[config.mk]
export PLATFORM = sky130hd
export DESIGN_NAME = multicycle_ctrl_flat
export DESIGN_NICKNAME = d
export VERILOG_FILES = /design/src/rtl/multicycle_ctrl_if.sv /design/src/rtl/multicycle_ctrl.sv /design/src/flat_wrapper.sv
export SDC_FILE = /design/constraint.sdc
export NUM_CORES = 1
export LEC_CHECK = 0
export CAP_MARGIN = 20
export CORE_ASPECT_RATIO = 0.6
export CORE_MARGIN = 8
export CORE_UTILIZATION = 24
export DETAILED_ROUTE_END_ITERATION = 7
export REMOVE_ABC_BUFFERS = 1
export SETUP_SLACK_MARGIN = 0.3
export SLEW_MARGIN = 25
export SYNTH_ARGS = -nofsm -noshare
export SYNTH_HDL_FRONTEND = slang
export SYNTH_SLANG_ARGS = --single-unit
[constraint.sdc]
create_clock -name clk -period 2.9 [get_ports clk]
set_input_delay 0.725 -clock clk [delete_from_list [all_inputs] [get_ports clk]]
set_output_delay 0.725 -clock clk [all_outputs]
set_load 0.01 [all_outputs]
[src/rtl/multicycle_ctrl_if.sv]
// Control-unit bus: instruction/data memory handshakes, ALU flags,
// datapath strobes and status.
interface multicycle_ctrl_if;
   logic [31:0] instr;
   logic        imem_ready;
   logic        dmem_ready;
   logic        zero;
   logic        lt;
   logic [3:0]  ALUCtrl;
   logic        IRWrite;
   logic        ALUSrc;
   logic        MemtoReg;
   logic        MemRead;
   logic        MemWrite;
   logic        RegWrite;
   logic        PCSrc;
   logic        loadPC;
   logic [2:0]  state;
   logic        illegal_instr;
   logic        mem_err;

   modport master (
      output instr, imem_ready, dmem_ready, zero, lt,
      input  ALUCtrl, IRWrite, ALUSrc, MemtoReg, MemRead,
      input  MemWrite, RegWrite, PCSrc, loadPC,
      input  state, illegal_instr, mem_err
   );

   modport slave (
      input  instr, imem_ready, dmem_ready, zero, lt,
      output ALUCtrl, IRWrite, ALUSrc, MemtoReg, MemRead,
      output MemWrite, RegWrite, PCSrc, loadPC,
      output state, illegal_instr, mem_err
   );
endinterface

[src/rtl/multicycle_ctrl.sv]
// Multicycle RV32 control FSM: IF/ID/EX/MEM/WB with sticky
// illegal-instruction and memory-timeout error state.
module multicycle_ctrl #(
   parameter int unsigned MEM_TIMEOUT       = 15,
   parameter logic [2:0]  INITIAL_STATE_ENC = 3'b000
) (
   input logic              clk,
   input logic              rst,
   multicycle_ctrl_if.slave ctrl
);
   typedef enum logic [2:0] {
      S_IF  = INITIAL_STATE_ENC,
      S_ID  = 3'b001,
      S_EX  = 3'b010,
      S_MEM = 3'b011,
      S_WB  = 3'b100,
      S_ERR = 3'b101
   } state_e;

   localparam logic [6:0] OP_LOAD   = 7'b0000011;
   localparam logic [6:0] OP_ITYPE  = 7'b0010011;
   localparam logic [6:0] OP_STORE  = 7'b0100011;
   localparam logic [6:0] OP_BRANCH = 7'b1100011;
   localparam logic [6:0] OP_RTYPE  = 7'b0110011;
   localparam logic [6:0] F7_BASE   = 7'b0000000;
   localparam logic [6:0] F7_ALT    = 7'b0100000;

   localparam logic [3:0] ALU_AND = 4'b0000;
   localparam logic [3:0] ALU_OR  = 4'b0001;
   localparam logic [3:0] ALU_ADD = 4'b0010;
   localparam logic [3:0] ALU_SUB = 4'b0110;
   localparam logic [3:0] ALU_SLT = 4'b0100;
   localparam logic [3:0] ALU_XOR = 4'b0101;
   localparam logic [3:0] ALU_LSR = 4'b1000;
   localparam logic [3:0] ALU_LSL = 4'b1001;
   localparam logic [3:0] ALU_ASR = 4'b1010;

   localparam logic [7:0] CNT_LAST = 8'(MEM_TIMEOUT - 1);

   state_e     state_q, state_d;
   logic [6:0] opcode_q, opcode_d;
   logic [2:0] funct3_q, funct3_d;
   logic [6:0] funct7_q, funct7_d;
   logic [7:0] cnt_q, cnt_d;
   logic       ill_q, ill_d;
   logic       merr_q, merr_d;

   logic       is_load, is_store, is_itype, is_branch, is_rtype;
   logic       dec_ok, taken;
   logic [3:0] dec_alu, alu_sel;
   logic       unused_instr_bits;

   assign unused_instr_bits = ^{ctrl.instr[24:15], ctrl.instr[11:7]};

   assign is_load   = opcode_q == OP_LOAD;
   assign is_store  = opcode_q == OP_STORE;
   assign is_itype  = opcode_q == OP_ITYPE;
   assign is_branch = opcode_q == OP_BRANCH;
   assign is_rtype  = opcode_q == OP_RTYPE;

   always_comb begin
      dec_alu = ALU_ADD;
      dec_ok  = 1'b1;
      unique case (opcode_q)
         OP_LOAD, OP_STORE: dec_alu = ALU_ADD;
         OP_BRANCH: begin
            dec_alu = ALU_SUB;
            dec_ok  = funct3_q inside {3'b000, 3'b001, 3'b100, 3'b101};
         end
         OP_RTYPE, OP_ITYPE: begin
            unique case (funct3_q)
               3'b000: begin
                  if (!is_rtype || funct7_q == F7_BASE) dec_alu = ALU_ADD;
                  else if (funct7_q == F7_ALT) dec_alu = ALU_SUB;
                  else dec_ok = 1'b0;
               end
               3'b001: dec_alu = ALU_LSL;
               3'b010: dec_alu = ALU_SLT;
               3'b011: dec_ok  = !is_rtype;
               3'b100: dec_alu = ALU_XOR;
               3'b101: begin
                  if (funct7_q == F7_BASE) dec_alu = ALU_LSR;
                  else if (funct7_q == F7_ALT) dec_alu = ALU_ASR;
                  else dec_ok = 1'b0;
               end
               3'b110: dec_alu = ALU_OR;
               3'b111: dec_alu = ALU_AND;
            endcase
         end
         default: dec_ok = 1'b0;
      endcase
   end

   // undecodable instructions park the ALU on ADD while heading to ERR
   assign alu_sel = dec_ok ? dec_alu : ALU_ADD;

   always_comb begin
      case (funct3_q)
         3'b000:  taken = ctrl.zero;
         3'b001:  taken = !ctrl.zero;
         3'b100:  taken = ctrl.lt;
         default: taken = !ctrl.lt;
      endcase
   end

   always_comb begin
      state_d       = state_q;
      opcode_d      = opcode_q;
      funct3_d      = funct3_q;
      funct7_d      = funct7_q;
      cnt_d         = '0;
      ill_d         = ill_q;
      merr_d        = merr_q;
      ctrl.ALUCtrl  = ALU_ADD;
      ctrl.IRWrite  = 1'b0;
      ctrl.ALUSrc   = 1'b0;
      ctrl.MemtoReg = 1'b0;
      ctrl.MemRead  = 1'b0;
      ctrl.MemWrite = 1'b0;
      ctrl.RegWrite = 1'b0;
      ctrl.PCSrc    = 1'b0;
      ctrl.loadPC   = 1'b0;
      unique case (state_q)
         S_IF: begin
            if (ctrl.imem_ready) begin
               ctrl.IRWrite = !rst;
               opcode_d     = ctrl.instr[6:0];
               funct3_d     = ctrl.instr[14:12];
               funct7_d     = ctrl.instr[31:25];
               state_d      = S_ID;
            end
         end
         S_ID: begin
            ctrl.ALUCtrl = alu_sel;
            if (dec_ok) begin
               state_d = S_EX;
            end else begin
               state_d = S_ERR;
               ill_d   = 1'b1;
            end
         end
         S_EX: begin
            ctrl.ALUCtrl = alu_sel;
            ctrl.ALUSrc  = is_load | is_store | is_itype;
            state_d      = (is_load | is_store) ? S_MEM : S_WB;
         end
         S_MEM: begin
            ctrl.ALUCtrl  = alu_sel;
            ctrl.ALUSrc   = 1'b1;
            ctrl.MemRead  = is_load;
            ctrl.MemWrite = is_store;
            if (ctrl.dmem_ready) begin
               state_d = S_WB;
            end else if (cnt_q == CNT_LAST) begin
               state_d = S_ERR;
               merr_d  = 1'b1;
            end else begin
               cnt_d = cnt_q + 8'd1;
            end
         end
         S_WB: begin
            ctrl.ALUCtrl  = alu_sel;
            ctrl.ALUSrc   = is_load | is_store | is_itype;
            ctrl.loadPC   = 1'b1;
            ctrl.RegWrite = is_load | is_rtype | is_itype;
            ctrl.MemtoReg = is_load;
            ctrl.PCSrc    = is_branch & taken;
            state_d       = S_IF;
         end
         S_ERR: state_d = S_ERR;
         default: state_d = S_IF;
      endcase
   end

   always_ff @(posedge clk or posedge rst) begin
      if (rst) begin
         state_q  <= S_IF;
         opcode_q <= '0;
         funct3_q <= '0;
         funct7_q <= '0;
         cnt_q    <= '0;
         ill_q    <= 1'b0;
         merr_q   <= 1'b0;
      end else begin
         state_q  <= state_d;
         opcode_q <= opcode_d;
         funct3_q <= funct3_d;
         funct7_q <= funct7_d;
         cnt_q    <= cnt_d;
         ill_q    <= ill_d;
         merr_q   <= merr_d;
      end
   end

   assign ctrl.state         = state_q;
   assign ctrl.illegal_instr = ill_q;
   assign ctrl.mem_err       = merr_q;
endmodule

[src/flat_wrapper.sv]
// flat-port wrapper written by rule: the top's interface ports become plain ports
module multicycle_ctrl_flat 
#(
   parameter int unsigned MEM_TIMEOUT       = 15,
   parameter logic [2:0]  INITIAL_STATE_ENC = 3'b000
)
  (clk, rst, ctrl_instr, ctrl_imem_ready, ctrl_dmem_ready, ctrl_zero, ctrl_lt, ctrl_ALUCtrl, ctrl_IRWrite, ctrl_ALUSrc, ctrl_MemtoReg, ctrl_MemRead, ctrl_MemWrite, ctrl_RegWrite, ctrl_PCSrc, ctrl_loadPC, ctrl_state, ctrl_illegal_instr, ctrl_mem_err);
  multicycle_ctrl_if ctrl_i ();
  input logic clk;
  input logic rst;
  input wire logic [$bits(ctrl_i.instr)-1:0] ctrl_instr;
  input wire logic [$bits(ctrl_i.imem_ready)-1:0] ctrl_imem_ready;
  input wire logic [$bits(ctrl_i.dmem_ready)-1:0] ctrl_dmem_ready;
  input wire logic [$bits(ctrl_i.zero)-1:0] ctrl_zero;
  input wire logic [$bits(ctrl_i.lt)-1:0] ctrl_lt;
  output wire logic [$bits(ctrl_i.ALUCtrl)-1:0] ctrl_ALUCtrl;
  output wire logic [$bits(ctrl_i.IRWrite)-1:0] ctrl_IRWrite;
  output wire logic [$bits(ctrl_i.ALUSrc)-1:0] ctrl_ALUSrc;
  output wire logic [$bits(ctrl_i.MemtoReg)-1:0] ctrl_MemtoReg;
  output wire logic [$bits(ctrl_i.MemRead)-1:0] ctrl_MemRead;
  output wire logic [$bits(ctrl_i.MemWrite)-1:0] ctrl_MemWrite;
  output wire logic [$bits(ctrl_i.RegWrite)-1:0] ctrl_RegWrite;
  output wire logic [$bits(ctrl_i.PCSrc)-1:0] ctrl_PCSrc;
  output wire logic [$bits(ctrl_i.loadPC)-1:0] ctrl_loadPC;
  output wire logic [$bits(ctrl_i.state)-1:0] ctrl_state;
  output wire logic [$bits(ctrl_i.illegal_instr)-1:0] ctrl_illegal_instr;
  output wire logic [$bits(ctrl_i.mem_err)-1:0] ctrl_mem_err;
  assign ctrl_i.instr = ctrl_instr;
  assign ctrl_i.imem_ready = ctrl_imem_ready;
  assign ctrl_i.dmem_ready = ctrl_dmem_ready;
  assign ctrl_i.zero = ctrl_zero;
  assign ctrl_i.lt = ctrl_lt;
  assign ctrl_ALUCtrl = ctrl_i.ALUCtrl;
  assign ctrl_IRWrite = ctrl_i.IRWrite;
  assign ctrl_ALUSrc = ctrl_i.ALUSrc;
  assign ctrl_MemtoReg = ctrl_i.MemtoReg;
  assign ctrl_MemRead = ctrl_i.MemRead;
  assign ctrl_MemWrite = ctrl_i.MemWrite;
  assign ctrl_RegWrite = ctrl_i.RegWrite;
  assign ctrl_PCSrc = ctrl_i.PCSrc;
  assign ctrl_loadPC = ctrl_i.loadPC;
  assign ctrl_state = ctrl_i.state;
  assign ctrl_illegal_instr = ctrl_i.illegal_instr;
  assign ctrl_mem_err = ctrl_i.mem_err;
  multicycle_ctrl #(.MEM_TIMEOUT(MEM_TIMEOUT), .INITIAL_STATE_ENC(INITIAL_STATE_ENC)) u_core (.clk(clk), .rst(rst), .ctrl(ctrl_i));
endmodule
==> results.txt <==
----------------------------------------------------
[Logic synthesis]
  Average footprint of a synthesized cell ... around 10 sq um
  Synthesized flop and latch total ... 30
  Sequential share of the synthesized area ... 0.427
  YS warnings ... 0
  Main synth FF type ... sky130_fd_sc_hd__dfrtp_1
  Cell types with the highest counts after synthesis ... 30 x sky130_fd_sc_hd__dfrtp_1, 14 x sky130_fd_sc_hd__mux2_2, 13 x sky130_fd_sc_hd__nor2_1
  Cell type contributing the most total cell area after synthesis ... sky130_fd_sc_hd__dfrtp_1
  Number of enable-type register cells in the synthesized netlist ... 0
  Asr flop ratio synth ... 1.00
  Leading cell types by total area after synthesis ... sky130_fd_sc_hd__dfrtp_1 43%, sky130_fd_sc_hd__mux2_2 9.0%, sky130_fd_sc_hd__nor2_1 2.8%
  Synth Cell Area ... 1760 sq um
  Post-synth top area share ... 0.427
  Netlist cell types ... 52
  Number of instances in the synthesized netlist ... ~170
  Most common cell in the synthesized netlist ... sky130_fd_sc_hd__dfrtp_1

[Power and ir drop]
  Clock network power share ... 0.486
  Switching share of power ... 0.227
  Internal power component ... 0.000835 W
  Sequential fraction of design power ... 0.412
  Part of the total power dissipated in combinational logic ... 0.102
  PD cells ... between 400 and 500 nW/um^2
  Sw Pwr ... 0.000246 W
  Pleak ... around 1.1 nW
  Worst ir drop on vdd ... roughly 0.20 mV

[Placed design]
  Placed Instances ... around 300
  Gpl congestion ... 0.757
  Count of buffers from port buffering ... 39
  Final HPWL DP ... 3550 microns

[Critical path]
  Category of the critical setup timing path ... flop to output pin
  CP Data Arrival Time ... 2.07 ns
  Nature of the critical path startpoint ... flop
  Chain of cells forming the critical path ... and4bb_2 > buf_6 > nand3_4 > or3_4 > a2111oi_4 > buf_2
  Required time of the critical path ... between 2 and 2.5 ns
  Kind of cell adding the most delay to the critical path ... simple AND/OR/NAND/NOR gates
  Capturing element type of the critical path ... output pin
  Slowest library cell on the worst path ... sky130_fd_sc_hd__or3_4
  CP peak stage delay ... between 0.4 and 0.5 ns
  Maximum fanout count along the critical path ... 3
  CP Buf/Inv Count ... 2

[Die]
  Floorplan Core Area ... approximately 7200 sq um
  Placement row count ... 24
  # IOs ... 55
  Width of the die ... around 130 microns
  Die outline height ... 82.3 microns
  Area of the die ... about 10000 sq um
  Initial cell density of the core ... 0.245

[Drt]
  Initial DRC count ... 51
  Vias ... between 1500 and 2000
  Number of remaining DRC errors ... 0
  Number of nets with antenna violations after routing ... 0
  WL/cell ... between 10 and 15 microns
  Number of detailed-routing iterations run before antenna repair ... 4
  Vias per std cell ... 4.65
  Total routed wirelength ... between 4000 and 5000 microns

[Clock network]
  CTS clk-pin slew, worst paths ... ~0.050 ns
  Buffer levels on the longest clock path ... 2
  Total CTS buffers ... 5
  TritonCTS Sinks ... 30
  CTS root buf ... sky130_fd_sc_hd__clkbuf_16
  H-tree levels ... 2
  TritonCTS clock tree ... yes
  Clock latency of the later-clocked register in the worst-skew pair ... roughly 0.28 ns

[STA]
  Post-layout minimum cycle time ... approximately 2.8 ns
  Period utilisation layout ... 0.964
  Slew HR ... 0.729
  Achievable clock frequency ... between 300 and 400 MHz
  Setup skew after layout ... 0.00161 ns
  Least-Margin Pin Slew ... 0.406 ns
  Worst Hold Margin ... about 0.46 ns
  Final setup violation count ... 0
  Unrepaired setup endpoints after global routing ... yes
  Final count of hold timing violations ... 0
  Number of pins exceeding their max-slew limit in the final report ... 0
  Setup TNS ... 0 ns

[Global routing]
  GRT Util Overall ... 0.0962
  First-pass GRT wire length ... roughly 7800 microns
  Antenna violations before repair ... 0
  Largest net degree at the start of global routing ... 31
  Number of global-route vias before repair ... about 1500
  Total gr overflow ... 0

[Job]
  Max-cap check violation count ... 0

[Layout]
  Final core utilization ... 0.364
  Number of standard cells in the layout, taps in and fillers out ... 323
  Proportion of layout cells with a drive suffix above 1 ... 0.319
  Layout net count ... between 200 and 300
  Number of antenna cells inserted ... 0
  Filler cell count ... 732
  Area growth from synthesis to layout ... 48.5%

[Hold path]
  Hold Crit Class ... flop to flop

[Run status]
  Run status ... complete, no violations

----------------------------------------------------
-- layer usage --
layer / vias up / global-route usage / wire (microns)
met5: - / 0 / 0
met4: 0 / 0.0465 / 95
met3: 7 / 0.0333 / 226
met2: 32 / 0.141 / 2030
met1: 724 / 0.126 / 2480
li1: 740 / - / -
-- registers in the layout (all words and copies together), names as in the netlist --
name,cells
u_core.cnt_q,8
u_core.ctrl.illegal_instr,1
u_core.ctrl.mem_err,1
u_core.ctrl.state,3
u_core.funct3_q,3
u_core.funct7_q,7
u_core.opcode_q,7
-- worst paths after layout --
kind	startpoint	to	slack [ns]	cells past startpoint
worst min-delay path	u_core.ctrl.mem_err$_DFFE_PP0P_	u_core.ctrl.mem_err$_DFFE_PP0P_	0.46	2
worst max-delay path	u_core.opcode_q[3]$_DFFE_PP0P_	ctrl_ALUCtrl[3]	0.10	6
worst min register to register	u_core.ctrl.mem_err$_DFFE_PP0P_	u_core.ctrl.mem_err$_DFFE_PP0P_	0.46	2
worst max register to register	u_core.ctrl.state[2]$_DFFE_PP0P_	u_core.opcode_q[3]$_DFFE_PP0P_	1.06	5
max in group asynchronous	rst	u_core.funct3_q[2]$_DFFE_PP0P_	1.73	3
min in group asynchronous	rst	u_core.cnt_q[5]$_DFF_PP0_	0.85	3
-- worst register-to-register path, delay by kind of cell (launching register included) --
kind,cells,cell delay [ns]
flip-flops,1,0.52
buffers and inverters,3,0.49
AND/OR/NAND/NOR,1,0.33
multiplexers,1,0.38
-- cell families after synthesis --
family	after synthesis	synth area share
buffers and inverters	16	0.0377
DFF	30	0.427
muxes	16	0.101
and+or+nand+nor	72	0.250
xor gates and xnor gates	8	0.0398
AOI/OAI and AO/OA	27	0.130
adders and majority gates	2	0.0142
-- layout make-up --
cell class	instances	area (sq um)	share of cell area
multi-input combinational	125	1040	0.398
sequential	30	752	0.288
timing repair buffer	62	532	0.204
clock buffer	7	143	0.0546
tap	91	114	0.0436
inverter	7	26.3	0.0101
clock inverter	1	5.00	0.00192
-- timing repair --
| action | CTS | global route |
|---|---|---|
| pin swaps | 5 | 8 |
| setup buffers | 3 | 3 |
| endpoints found under the hold margin | 0 | 0 |
| hold buffers | 0 | 0 |
| setup endpoints to repair | 11 | 10 |
| resized for setup | 36 | 24 |
-- power by group through the flow --
stage | clock network (W) | registers [W] | logic [W]
floorplan | 0 | 0.000453 | 0.0000419
CTS | 0.000533 | 0.000446 | 0.000105
finish | 0.000525 | 0.000445 | 0.000111
global placement | 0 | 0.000451 | 0.0000991
global route | 0.000556 | 0.000447 | 0.000120
detailed placement | 0 | 0.000451 | 0.000101
-- per-stage QoR --
| step | setup WS, ns | power, W | instance area, sq um |
|---|---|---|---|
| 3_5_place_dp | -0.281 | 0.000552 | 2360 |
| 3_3_place_gp | -0.275 | 0.000550 | 2360 |
| 2_1_floorplan | -0.826 | 0.000495 | 1720 |
| 6_report | 0.105 | 0.00108 | 2610 |
| 4_1_cts | 0.0807 | 0.00108 | 2530 |
| 5_1_grt | 0.0332 | 0.00112 | 2610 |
-- placed cells by master (no fill, tap or decap), types with 2 or more instances in the layout --
| cell | synthesis | final |
|---|---|---|
| sky130_fd_sc_hd__o31ai_1 | 2 | 2 |
| sky130_fd_sc_hd__mux2_2 | 14 | 14 |
| sky130_fd_sc_hd__nand2_1 | 12 | 12 |
| sky130_fd_sc_hd__clkbuf_16 | 0 | 5 |
| sky130_fd_sc_hd__nand2b_1 | 7 | 6 |
| sky130_fd_sc_hd__clkdlybuf4s15_1 | 0 | 2 |
| sky130_fd_sc_hd__xor2_1 | 5 | 5 |
| sky130_fd_sc_hd__o21ai_0 | 5 | 5 |
| sky130_fd_sc_hd__nand3_1 | 3 | 2 |
| sky130_fd_sc_hd__xnor2_1 | 3 | 3 |
| sky130_fd_sc_hd__nor2b_1 | 3 | 3 |
| sky130_fd_sc_hd__a311oi_1 | 2 | 2 |
| sky130_fd_sc_hd__or3_4 | 1 | 2 |
| sky130_fd_sc_hd__clkdlybuf4s50_1 | 0 | 25 |
| sky130_fd_sc_hd__nor3_1 | 8 | 7 |
| sky130_fd_sc_hd__a2111oi_2 | 2 | 2 |
| sky130_fd_sc_hd__inv_1 | 7 | 7 |
| sky130_fd_sc_hd__dlygate4sd2_1 | 0 | 2 |
| sky130_fd_sc_hd__nand4b_1 | 2 | 2 |
| sky130_fd_sc_hd__buf_2 | 5 | 5 |
| sky130_fd_sc_hd__nor2_1 | 13 | 13 |
| sky130_fd_sc_hd__buf_4 | 0 | 21 |
| sky130_fd_sc_hd__a21oi_1 | 2 | 2 |
| sky130_fd_sc_hd__buf_6 | 0 | 3 |
| sky130_fd_sc_hd__nand3b_1 | 2 | 2 |
| sky130_fd_sc_hd__a22o_1 | 3 | 3 |
| sky130_fd_sc_hd__mux2i_1 | 2 | 2 |
| sky130_fd_sc_hd__clkbuf_2 | 0 | 3 |
| sky130_fd_sc_hd__and2_1 | 3 | 2 |
| sky130_fd_sc_hd__and3_1 | 2 | 2 |
| sky130_fd_sc_hd__dfrtp_1 | 30 | 29 |
| sky130_fd_sc_hd__nand4_1 | 2 | 2 |
| sky130_fd_sc_hd__ha_1 | 2 | 2 |
(Power assumes the default switching activity.)
